## src/rtl/imm_encode.sv

```systemverilog
// imm_encode: streaming RV32I immediate encoder with a counted burst.
// Scatters a 32-bit immediate into the instruction bit positions of the
// selected format (I/S/B/U/J), merges it with a template instruction and
// emits the result with an auto-incrementing byte address, a per-word
// range/alignment/format error flag and a saturating error counter.
//
// Optional build macro: IMM_ENCODE_STRICT_EN
//   When defined, the first errored word stops the burst after it has been
//   handed downstream (state HALT); only start_i or reset leave HALT.
//
// state | meaning
// IDLE  | waiting for start_i, in_ready_o low
// RUN   | accepting words until the remaining count runs out
// DRAIN | all words accepted, waiting for the last output handshake
// HALT  | (strict build only) stopped after an errored word

module imm_encode #(
    parameter int DATAWIDTH   = 32,
    parameter int ADDRWIDTH   = 10,
    parameter int ERRCNTWIDTH = 8
) (
    input  logic                   clk_i,
    input  logic                   rst_n_i,
    input  logic                   start_i,
    input  logic [ADDRWIDTH-1:0]   BaseAddr_i,
    input  logic [15:0]            Len_i,
    input  logic                   in_valid_i,
    output logic                   in_ready_o,
    input  logic [2:0]             ImmSrc_i,
    input  logic [DATAWIDTH-1:0]   Imm_i,
    input  logic [DATAWIDTH-1:0]   Instr_i,
    output logic                   out_valid_o,
    input  logic                   out_ready_i,
    output logic [DATAWIDTH-1:0]   Instr_o,
    output logic [ADDRWIDTH-1:0]   Addr_o,
    output logic                   Err_o,
    output logic [ERRCNTWIDTH-1:0] ErrCount_o,
    output logic                   Done_o
);

    typedef enum logic [1:0] {
        IDLE  = 2'd0,
        RUN   = 2'd1,
        DRAIN = 2'd2
`ifdef IMM_ENCODE_STRICT_EN
        , HALT = 2'd3
`endif
    } state_t;

    state_t                 state;
    logic [15:0]            remaining;
    logic [ADDRWIDTH-1:0]   addr_cnt;
    logic [DATAWIDTH-1:0]   enc_instr;
    logic                   enc_err;
    logic                   accept;
    logic                   out_hs;

    // Scatter the immediate into the selected format and flag values that
    // the format cannot represent; the word is still built from truncated bits.
    always_comb begin
        enc_instr = Instr_i;
        enc_err   = 1'b0;
        case (ImmSrc_i)
            3'b000: begin
                enc_instr = {Imm_i[11:0], Instr_i[19:0]};
                enc_err   = !((&Imm_i[31:11]) || !(|Imm_i[31:11]));
            end
            3'b001: begin
                enc_instr = {Imm_i[11:5], Instr_i[24:12], Imm_i[4:0], Instr_i[6:0]};
                enc_err   = !((&Imm_i[31:11]) || !(|Imm_i[31:11]));
            end
            3'b010: begin
                enc_instr = {Imm_i[12], Imm_i[10:5], Instr_i[24:12],
                             Imm_i[4:1], Imm_i[11], Instr_i[6:0]};
                enc_err   = !((&Imm_i[31:12]) || !(|Imm_i[31:12])) || Imm_i[0];
            end
            3'b011: begin
                enc_instr = {Imm_i[31:12], Instr_i[11:0]};
                enc_err   = |Imm_i[11:0];
            end
            3'b100: begin
                enc_instr = {Imm_i[20], Imm_i[10:1], Imm_i[11], Imm_i[19:12],
                             Instr_i[11:0]};
                enc_err   = !((&Imm_i[31:20]) || !(|Imm_i[31:20])) || Imm_i[0];
            end
            default: begin
                enc_instr = Instr_i;
                enc_err   = 1'b1;
            end
        endcase
    end

    // Accept only in RUN when the output slot is free or being drained; the
    // strict build refuses to accept past an errored word so HALT is clean.
    always_comb begin
        in_ready_o = 1'b0;
        if (state == RUN) begin
`ifdef IMM_ENCODE_STRICT_EN
            in_ready_o = !out_valid_o || (out_ready_i && !Err_o);
`else
            in_ready_o = !out_valid_o || out_ready_i;
`endif
        end
    end

    assign accept = in_valid_i && in_ready_o;
    assign out_hs = out_valid_o && out_ready_i;

    // Burst FSM with registered output word, address and error bookkeeping.
    always_ff @(posedge clk_i) begin
        if (!rst_n_i) begin
            state       <= IDLE;
            remaining   <= '0;
            addr_cnt    <= '0;
            out_valid_o <= 1'b0;
            Instr_o     <= '0;
            Addr_o      <= '0;
            Err_o       <= 1'b0;
            ErrCount_o  <= '0;
            Done_o      <= 1'b0;
        end else begin
            Done_o <= 1'b0;
            case (state)
                RUN: begin
                    if (accept) begin
                        out_valid_o <= 1'b1;
                        Instr_o     <= enc_instr;
                        Err_o       <= enc_err;
                        Addr_o      <= addr_cnt;
                        addr_cnt    <= addr_cnt + ADDRWIDTH'(4);
                        remaining   <= remaining - 16'd1;
                        if (enc_err && (ErrCount_o != '1))
                            ErrCount_o <= ErrCount_o + ERRCNTWIDTH'(1);
                        if (remaining == 16'd1)
                            state <= DRAIN;
                    end else if (out_hs) begin
                        out_valid_o <= 1'b0;
`ifdef IMM_ENCODE_STRICT_EN
                        if (Err_o)
                            state <= HALT;
`endif
                    end
                end
                DRAIN: begin
                    if (out_hs) begin
                        out_valid_o <= 1'b0;
`ifdef IMM_ENCODE_STRICT_EN
                        if (Err_o) begin
                            state <= HALT;
                        end else begin
                            state  <= IDLE;
                            Done_o <= 1'b1;
                        end
`else
                        state  <= IDLE;
                        Done_o <= 1'b1;
`endif
                    end
                end
                // IDLE and HALT: both wait for a new start
                default: begin
                    if (start_i) begin
                        if (Len_i != 16'd0) begin
                            remaining  <= Len_i;
                            addr_cnt   <= BaseAddr_i;
                            ErrCount_o <= '0;
                            state      <= RUN;
                        end else begin
                            Done_o <= 1'b1;
                            state  <= IDLE;
                        end
                    end
                end
            endcase
        end
    end

endmodule

```

## config.mk

```make
export PLATFORM = sky130hd
export DESIGN_NAME = imm_encode
export DESIGN_NICKNAME = d
export VERILOG_FILES = /design/src/rtl/imm_encode.sv
export SDC_FILE = /design/constraint.sdc
export NUM_CORES = 1
export LEC_CHECK = 0
export CELL_PAD_IN_SITES_DETAIL_PLACEMENT = 1
export CELL_PAD_IN_SITES_GLOBAL_PLACEMENT = 2
export CORE_MARGIN = 1
export CORE_UTILIZATION = 27
export DETAILED_ROUTE_END_ITERATION = 10
export PLACE_DENSITY = 0.87
export SLEW_MARGIN = 20
export SYNTH_ARGS = -nofsm -noshare
export SYNTH_HDL_FRONTEND = slang
export SYNTH_SLANG_ARGS = --single-unit
```

## constraint.sdc

```tcl
create_clock -name clk_i -period 3.3 [get_ports clk_i]
set_clock_uncertainty 0.15 [all_clocks]
set_input_delay 0.495 -clock clk_i [delete_from_list [all_inputs] [get_ports clk_i]]
set_output_delay 0.495 -clock clk_i [all_outputs]
set_load 0.01 [all_outputs]
```

==> results_dict.tcl, run 1 <==
set metrics [dict create \
    clk_pin_slew_ps 60 \
    synthesis.yosys.warnings 0 \
    synth_fp_nets 718 \
    timing.setup.critical_path_class "flop to output port" \
    rsz0062_at_grt "no" \
    clock_tree.htree_level_count 3 \
    timing.final.ws_setup_ps 353 \
    core_region_area_um2 16600 \
    cp-end-kind "output port" \
    holdCritStartpoint "addr_cnt[0]$_SDFFE_PN0P_" \
    die_width_um 133 \
    timing.critical_path.max_delay_family "buffers and inverters" \
    postCtsResizedCells 0 \
    diodes 0 \
    dp.final_hpwl_um 13400 \
    dominant_combinational_cell_family_by_area_after_synthesis "compound AO/OA/AOI/OAI gates" \
    ant_nets 0 \
    synth_seq_cells 81 \
    grt_start_max_net_pins 47 \
    clock_tree.root_cell "clkbuf_16" \
    synthAdderAreaFrac_pct 1.63 \
    ys_flop_type "dfxtp_1" \
    synthSimpleGateAreaFrac_pct 25.9 \
    yosysSeqAreaShare_pct 35.1 \
    fin_tns_setup_ps 0 \
    power-per-cell-area_nw_per_um2 426 \
    cts-buffers-inserted 9 \
    global_route_total_usage_across_every_layer_pct 20.5 \
    io_pins 152 \
    worst_slew_pin_slew_ps 685 \
    synth_most_common_cell "dfxtp_1" \
    global_route_wire_length_before_repair_um 28900 \
    netlist-cell-type-count 66 \
    synth_largest_type_area_fraction_pct 35.1 \
    final_period_minus_worst_setup_slack_ps 2950 \
    routabilityCongestion 0.876 \
    vdd_drop_max_mv 0.244 \
    leading_post_synthesis_cells_by_instance_count "dfxtp_1, nand2_1, a21oi_1, nor2_1, clkbuf_1" \
    static-leakage-power_uw 0.00224 \
    clock_tree_from_tritoncts "yes" \
    r2r_cells 10 \
    final_total_pwr_uw 2830 \
    design.die.area_um2 17600 \
    p_sw_uw 880 \
    run_status "complete, no violations" \
    compound_gate_portion_of_the_synthesized_area_pct 29.9 \
    final_nets 853 \
    synthCells 614 \
    critPathMaxFanout 25 \
    initial_antenna_violation_count 0 \
    timing.final.hold_violations 0 \
    finalSetupViolCount 0 \
    async_flop_share_pct 0 \
    hold_path_end "addr_cnt[0]$_SDFFE_PN0P_" \
    flow.area_growth_from_synthesis_pct 43.7 \
    sequentialPowerShare_pct 39.2 \
    yosys.area.top_type "dfxtp_1" \
    dieHeight_um 133 \
    final_max_slew_viol_count 0 \
    via_count 5272 \
    post_synth_xor_area_fraction_pct 0.190 \
    worst_hold_path_type "flop to flop" \
    remaining_drc_errors 0 \
    worst-endpoint-arrival_ps 2300 \
    place.port_buffers 151 \
    synthesis.area_um2 4620 \
    timing.hold.ws_ps 304 \
    placementRows 47 \
    global_route.overflow_total 0 \
    cts_setup_buffers 0 \
    slew_headroom_pct 54.0 \
    wire_per_inst_um 18.2 \
    detailedRoute.firstPassIterationCount 6 \
    synth_enable_flop_cells 0 \
    cpMaxStageDelayCell "clkdlybuf4s50_1" \
    worst-r2r-setup-slack_ps 520 \
    totalWireLength_um 17700 \
    initial_utilization_pct 27.7 \
    avg_inst_size_synth_um2 7.52 \
    whs_path_depth 2 \
    clock_sink_count 81 \
    power.internal_uw 1950 \
    routed_via_density 5.41 \
    layout_worst_path_cycle_share_pct 89.3 \
    drt_iter0_drc 223 \
    critPathRequiredTime_ps 2650 \
    via_count_of_the_first_global_routing_pass 5660 \
    fmax_ghz 0.339 \
    power_switching_share_pct 31.1 \
    cp_slowest_stage_delay_ps 610 \
    startpoint_class "flop" \
    cp_num_buf_inv 4 \
    ctsLongestPathBuffers 2 \
    comb_power_share_pct 24.3 \
    regToRegStartpoint "state[1]$_SDFFE_PN0P_" \
    crit_path_cell_trace "inv_1 -> ha_1 -> buf_4 -> inv_2 -> a21oi_1 -> clkdlybuf4s50_1" \
    post_route_cells_drive_above_1_share_pct 6.50 \
    worstReg2RegEnd "ErrCount_o[5]$_SDFFE_PN0P_" \
    timing.max_cap.violations 0 \
    postCtsHoldBufs 0 \
    synth.top_cells.by_area "dfxtp_1, a21oi_1, nand2_1" \
    clockPowerShare_pct 36.5 \
    preCtsSetupSlack_ps 302 \
    post_synth_mux_area_share_pct 1.95 \
    worstSkewPairLatency_ps 350 \
]
[worst max-delay path by stage]
| stage | start | endpoint | slack (ps) | cells after the start |
|---|---|---|---|---|
| finish | state[1]$_SDFFE_PN0P_ | in_ready_o | 350 | 6 |
| global route | state[1]$_SDFFE_PN0P_ | in_ready_o | 250 | 6 |
| CTS | state[1]$_SDFFE_PN0P_ | in_ready_o | 320 | 6 |
| detailed placement | Imm_i[31] | ErrCount_o[5]$_SDFFE_PN0P_ | 300 | 8 |
| global placement | Imm_i[0] | ErrCount_o[5]$_SDFFE_PN0P_ | 390 | 8 |
| floorplan | Imm_i[24] | ErrCount_o[5]$_SDFFE_PN0P_ | 1060 | 8 |
[logic make-up (layout without fill, tap and decap cells)]
logic type,Yosys count,in the layout
adder cells (fa/ha/maj),6,6
buffers and inverters,59,199
flip-flops,81,81
AO/OA/AOI/OAI,213,213
AND/OR/NAND/NOR,245,245
multiplexers,9,9
XOR/XNOR,1,1
[worst min-delay path, cell delays in order, from the launching register on]
cell and delay [ps]:
dfxtp_1 310, nand2_1 50, a21oi_1 50
[through the flow]
stage / instances / utilization, % / cell area [um^2]
after detailed placement: 958 / 38.1 / 6340
after global placement: 958 / 38.1 / 6340
after CTS: 974 / 39.9 / 6640
after global routing: 974 / 39.9 / 6640
after floorplan: 614 / - / 4620
final: 974 / 39.9 / 6640
[cell type report]
class | instances | area [um^2]
clock inverter | 6 | 65.1
multi-input combinational | 474 | 2750
tap | 220 | 275
timing repair buffer | 168 | 1640
sequential | 81 | 1620
inverter | 15 | 56.3
fill | 1977 | 10000
clock buffer | 10 | 229
[routing by layer]
metal  vias to the layer above  part of all wire (%)  wire length [um]  GRT usage [%]
met5                         -                     0                 0              0
met4                         0                   1.4               240           7.02
met3                        19                   6.4              1130           5.63
met2                       146                    49              8640           35.1
met1                      2561                    43              7710           24.5
li1                       2546                     -                 -              -
[layout by cell type, fill, tap and decap left out, types with 4 or more instances in the layout]
master / n
clkdlybuf4s50_1: 151
dfxtp_1: 81
nand2_1: 75
a21oi_1: 63
nor2_1: 62
o21ai_0: 30
nand3_1: 28
a211oi_1: 28
nor3_1: 18
a31oi_1: 17
buf_4: 17
nor4_1: 14
inv_1: 13
o22ai_1: 12
a22oi_1: 11
or3_1: 11
mux2i_1: 9
nand4_1: 9
clkbuf_16: 9
o21ai_1: 7
nor2b_1: 6
a22o_1: 6
ha_1: 6
o21a_1: 4
a211o_1: 4
[flip-flops by register name (all words and copies together) (netlist names)]
signal	flops
Addr_o	10
Done_o	1
ErrCount_o	8
Err_o	1
Instr_o	32
addr_cnt	10
out_valid_o	1
remaining	16
state	2
[power by group through the flow]
stage                     Clock (uW)  Sequential (uW)  Combinational, uW
after global placement             0             1120                667
after detailed placement           0             1130                687
after floorplan                    0             1120                366
after CTS                       1060             1110                691
final                           1030             1110                688
after global routing            1090             1120                755
Note: power is estimated with default switching activity, not from simulation.
==> inputs of run 2 (changes only) <==
HOLD_SLACK_MARGIN = 0.03   (was unset)
==> results of run 2 <==
Final layout, timing and power as in run 1 (identical DEF).
==> patch (config.mk and constraints of run 1) <==
Register the output `ErrCount_o` once more, cleared by the reset; this adds one clock of latency there. The other outputs are not delayed to match.
--- a/src/rtl/imm_encode.sv
+++ b/src/rtl/imm_encode.sv
@@ -46,6 +46,8 @@
         , HALT = 2'd3
 `endif
     } state_t;
+
+    logic [ERRCNTWIDTH-1:0] ErrCount_s0;
 
     state_t                 state;
     logic [15:0]            remaining;
@@ -116,7 +118,7 @@
             Instr_o     <= '0;
             Addr_o      <= '0;
             Err_o       <= 1'b0;
-            ErrCount_o  <= '0;
+            ErrCount_s0 <= '0;
             Done_o      <= 1'b0;
         end else begin
             Done_o <= 1'b0;
@@ -129,8 +131,8 @@
                         Addr_o      <= addr_cnt;
                         addr_cnt    <= addr_cnt + ADDRWIDTH'(4);
                         remaining   <= remaining - 16'd1;
-                        if (enc_err && (ErrCount_o != '1))
-                            ErrCount_o <= ErrCount_o + ERRCNTWIDTH'(1);
+                        if (enc_err && (ErrCount_s0 != '1))
+                            ErrCount_s0 <= ErrCount_s0 + ERRCNTWIDTH'(1);
                         if (remaining == 16'd1)
                             state <= DRAIN;
                     end else if (out_hs) begin
@@ -163,7 +165,7 @@
                         if (Len_i != 16'd0) begin
                             remaining  <= Len_i;
                             addr_cnt   <= BaseAddr_i;
-                            ErrCount_o <= '0;
+                            ErrCount_s0 <= '0;
                             state      <= RUN;
                         end else begin
                             Done_o <= 1'b1;
@@ -175,5 +177,13 @@
         end
     end
 
+    always_ff @(posedge clk_i) begin
+        if (!rst_n_i) begin
+            ErrCount_o <= '0;
+        end else begin
+            ErrCount_o <= ErrCount_s0;
+        end
+    end
+
 endmodule
 
Function: changed (Yosys sat finds a counterexample within 4 cycles, from zero or initial values and one cycle with rst_n_i low).
==> patch against run 1 <==
Routed wire length is 0.29% higher. Sequential share of layout area is 1.0 points higher. Critical path type unchanged. Synthesized area is 7.6% higher. Power is 1.5% higher. Sequential cell count is 8 higher. Setup slack better by 0.0076 ns. Design area is 5.4% higher. Register-to-register slack better by 0.22 ns. Core utilization is 1.1 points lower.
==> patch: results (changes against run 1) <==
Power and ir drop
  • Leakage: 2.42 nW (+8.1%)
  • Worst vdd ir: 0.233 mV (-4.6%)
  • Net Sw Frac: 30.1% (-1.0 points)

Routing
  • Avg WL per Cell: 17.7 µm (-3.0%)
  • First-pass detailed-route iteration total: 4 (-2)
  • 1st-iter DRT viols: 245 (+9.9%)
  • Vias post-DR: 5,419 (+2.8%)

Logic synthesis
  • Syn nets: 745 (+3.8%)
  • Post-synthesis cell type count: 63 (-4.5%)
  • Commonest cells post-synth: dfxtp_1, nand2_1, a21oi_1
  • Async S/R FF share, synth: 0% (unchanged)
  • Top cells by area, synth: dfxtp_1, a21oi_1, nand2_1
  • Seq/Total Area, Yosys: 35.9% (+0.74 points)

Outcome
  • Status: finished clean

Placed design
  • Hpwl dp: 13,400 µm (about the same)
  • Port Buffer Count: 151 (unchanged)
  • Placer congestion estimate: 0.885 (+1.1%)

Global route
  • All-Layer GR Usage: 19.0% (-1.5 points)
  • Initial antenna violation count: 0 (unchanged)
  • First-pass GRT wire length: 27,900 µm (-3.5%)
  • Number of global-route vias before repair: 5,494 (-2.9%)
  • Largest net degree at the start of global routing: 47 (unchanged)

Worst setup path
  • Critical path's slowest cell: clkdlybuf4s50_1
  • CP top delay family: buffers and inverters
  • CP Max Fanout: 45 (+80%)

Finish
  • Fin nets: 878 (+2.9%)
  • Share of layout cells above drive strength 1: 7.20% (+0.70 points)
  • # fillers: 2,163 (+9.4%)
  • Diode count: 0 (unchanged)

Clock network
  • TritonCTS Buffers: 9 (unchanged)
  • Setup bufs post-CTS: 0 (unchanged)
  • CTS root buffer: clkbuf_16
  • Clk buf depth: 2 (unchanged)
  • Post-CTS sizing: 0 (unchanged)

Timing
  • Worst slew pin tran: 0.597 ns (-0.0884 ns)

Hold path
  • Min-Delay Startpoint: Addr_o[8]
==> patch: per-layer routing <==
| layer | wire length (µm) | track usage [%] | vias to the layer above | part of all wire, % |
|---|---|---|---|---|
| li1 | - | - | 2626 | - |
| met1 | 8180 | 24.3 | 2619 | 46 |
| met2 | 8360 | 31.7 | 150 | 47 |
| met3 | 852 | 2.65 | 24 | 4.8 |
| met4 | 380 | 8.36 | 0 | 2.1 |
| met5 | 0 | 0 | - | 0 |
==> patch: logic make-up (layout without fill, tap and decap cells) <==
group | Yosys count | count (layout) | synth area share, %
DFF | 89 | 89 | 35.9
xor gates and xnor gates | 1 | 1 | 0.176
and+or+nand+nor | 246 | 246 | 25.0
AOI/OAI and AO/OA | 224 | 224 | 29.8
adders and majority gates | 6 | 6 | 1.51
muxes | 10 | 10 | 2.04
buffers and inverters | 65 | 202 | 5.64
==> patch: final timing paths <==
path / endpoint / slack, ns / cells past startpoint
hold reg to reg: Addr_o[8] / 0.31 / 2
setup / recovery: in_ready_o / 0.36 / 6
hold / removal: Addr_o[8] / 0.31 / 2
setup reg to reg: ErrCount_s0[2] / 0.74 / 7
==> patch: power by group through the flow <==
stage | registers [mW] | clock network (mW) | logic (mW)
final | 1.19 | 0.992 | 0.692
after global routing | 1.19 | 1.06 | 0.758
after CTS | 1.18 | 1.03 | 0.697
after detailed placement | 1.21 | 0 | 0.694
after global placement | 1.20 | 0 | 0.672
after floorplan | 1.21 | 0 | 0.374
==> patch: layout make-up <==
cell class,instances,share of cell area [%]
Clock buffer,11,3.61
Clock inverter,4,0.411
Inverter,17,0.912
Multi-Input combinational cell,487,41.7
Sequential cell,89,25.5
Tap cell,229,4.10
Timing Repair Buffer,170,23.8
==> patch: tightest hold or removal path, cell delays in order, from the launching register on <==
cell and delay (ns):
dfxtp_1 0.31, nand2_1 0.05, a21oi_1 0.05
==> patch: per-stage QoR <==
step / area [µm²] / worst slack [ns] / util [%] / std cells
detailed placement: 6720 / 0.227 / 37.3 / 992
global placement: 6720 / 0.322 / 37.3 / 992
global route: 7000 / 0.212 / 38.8 / 1007
floorplan: 4970 / 1.11 / - / 641
finish: 7000 / 0.360 / 38.8 / 1007
CTS: 7000 / 0.311 / 38.8 / 1007
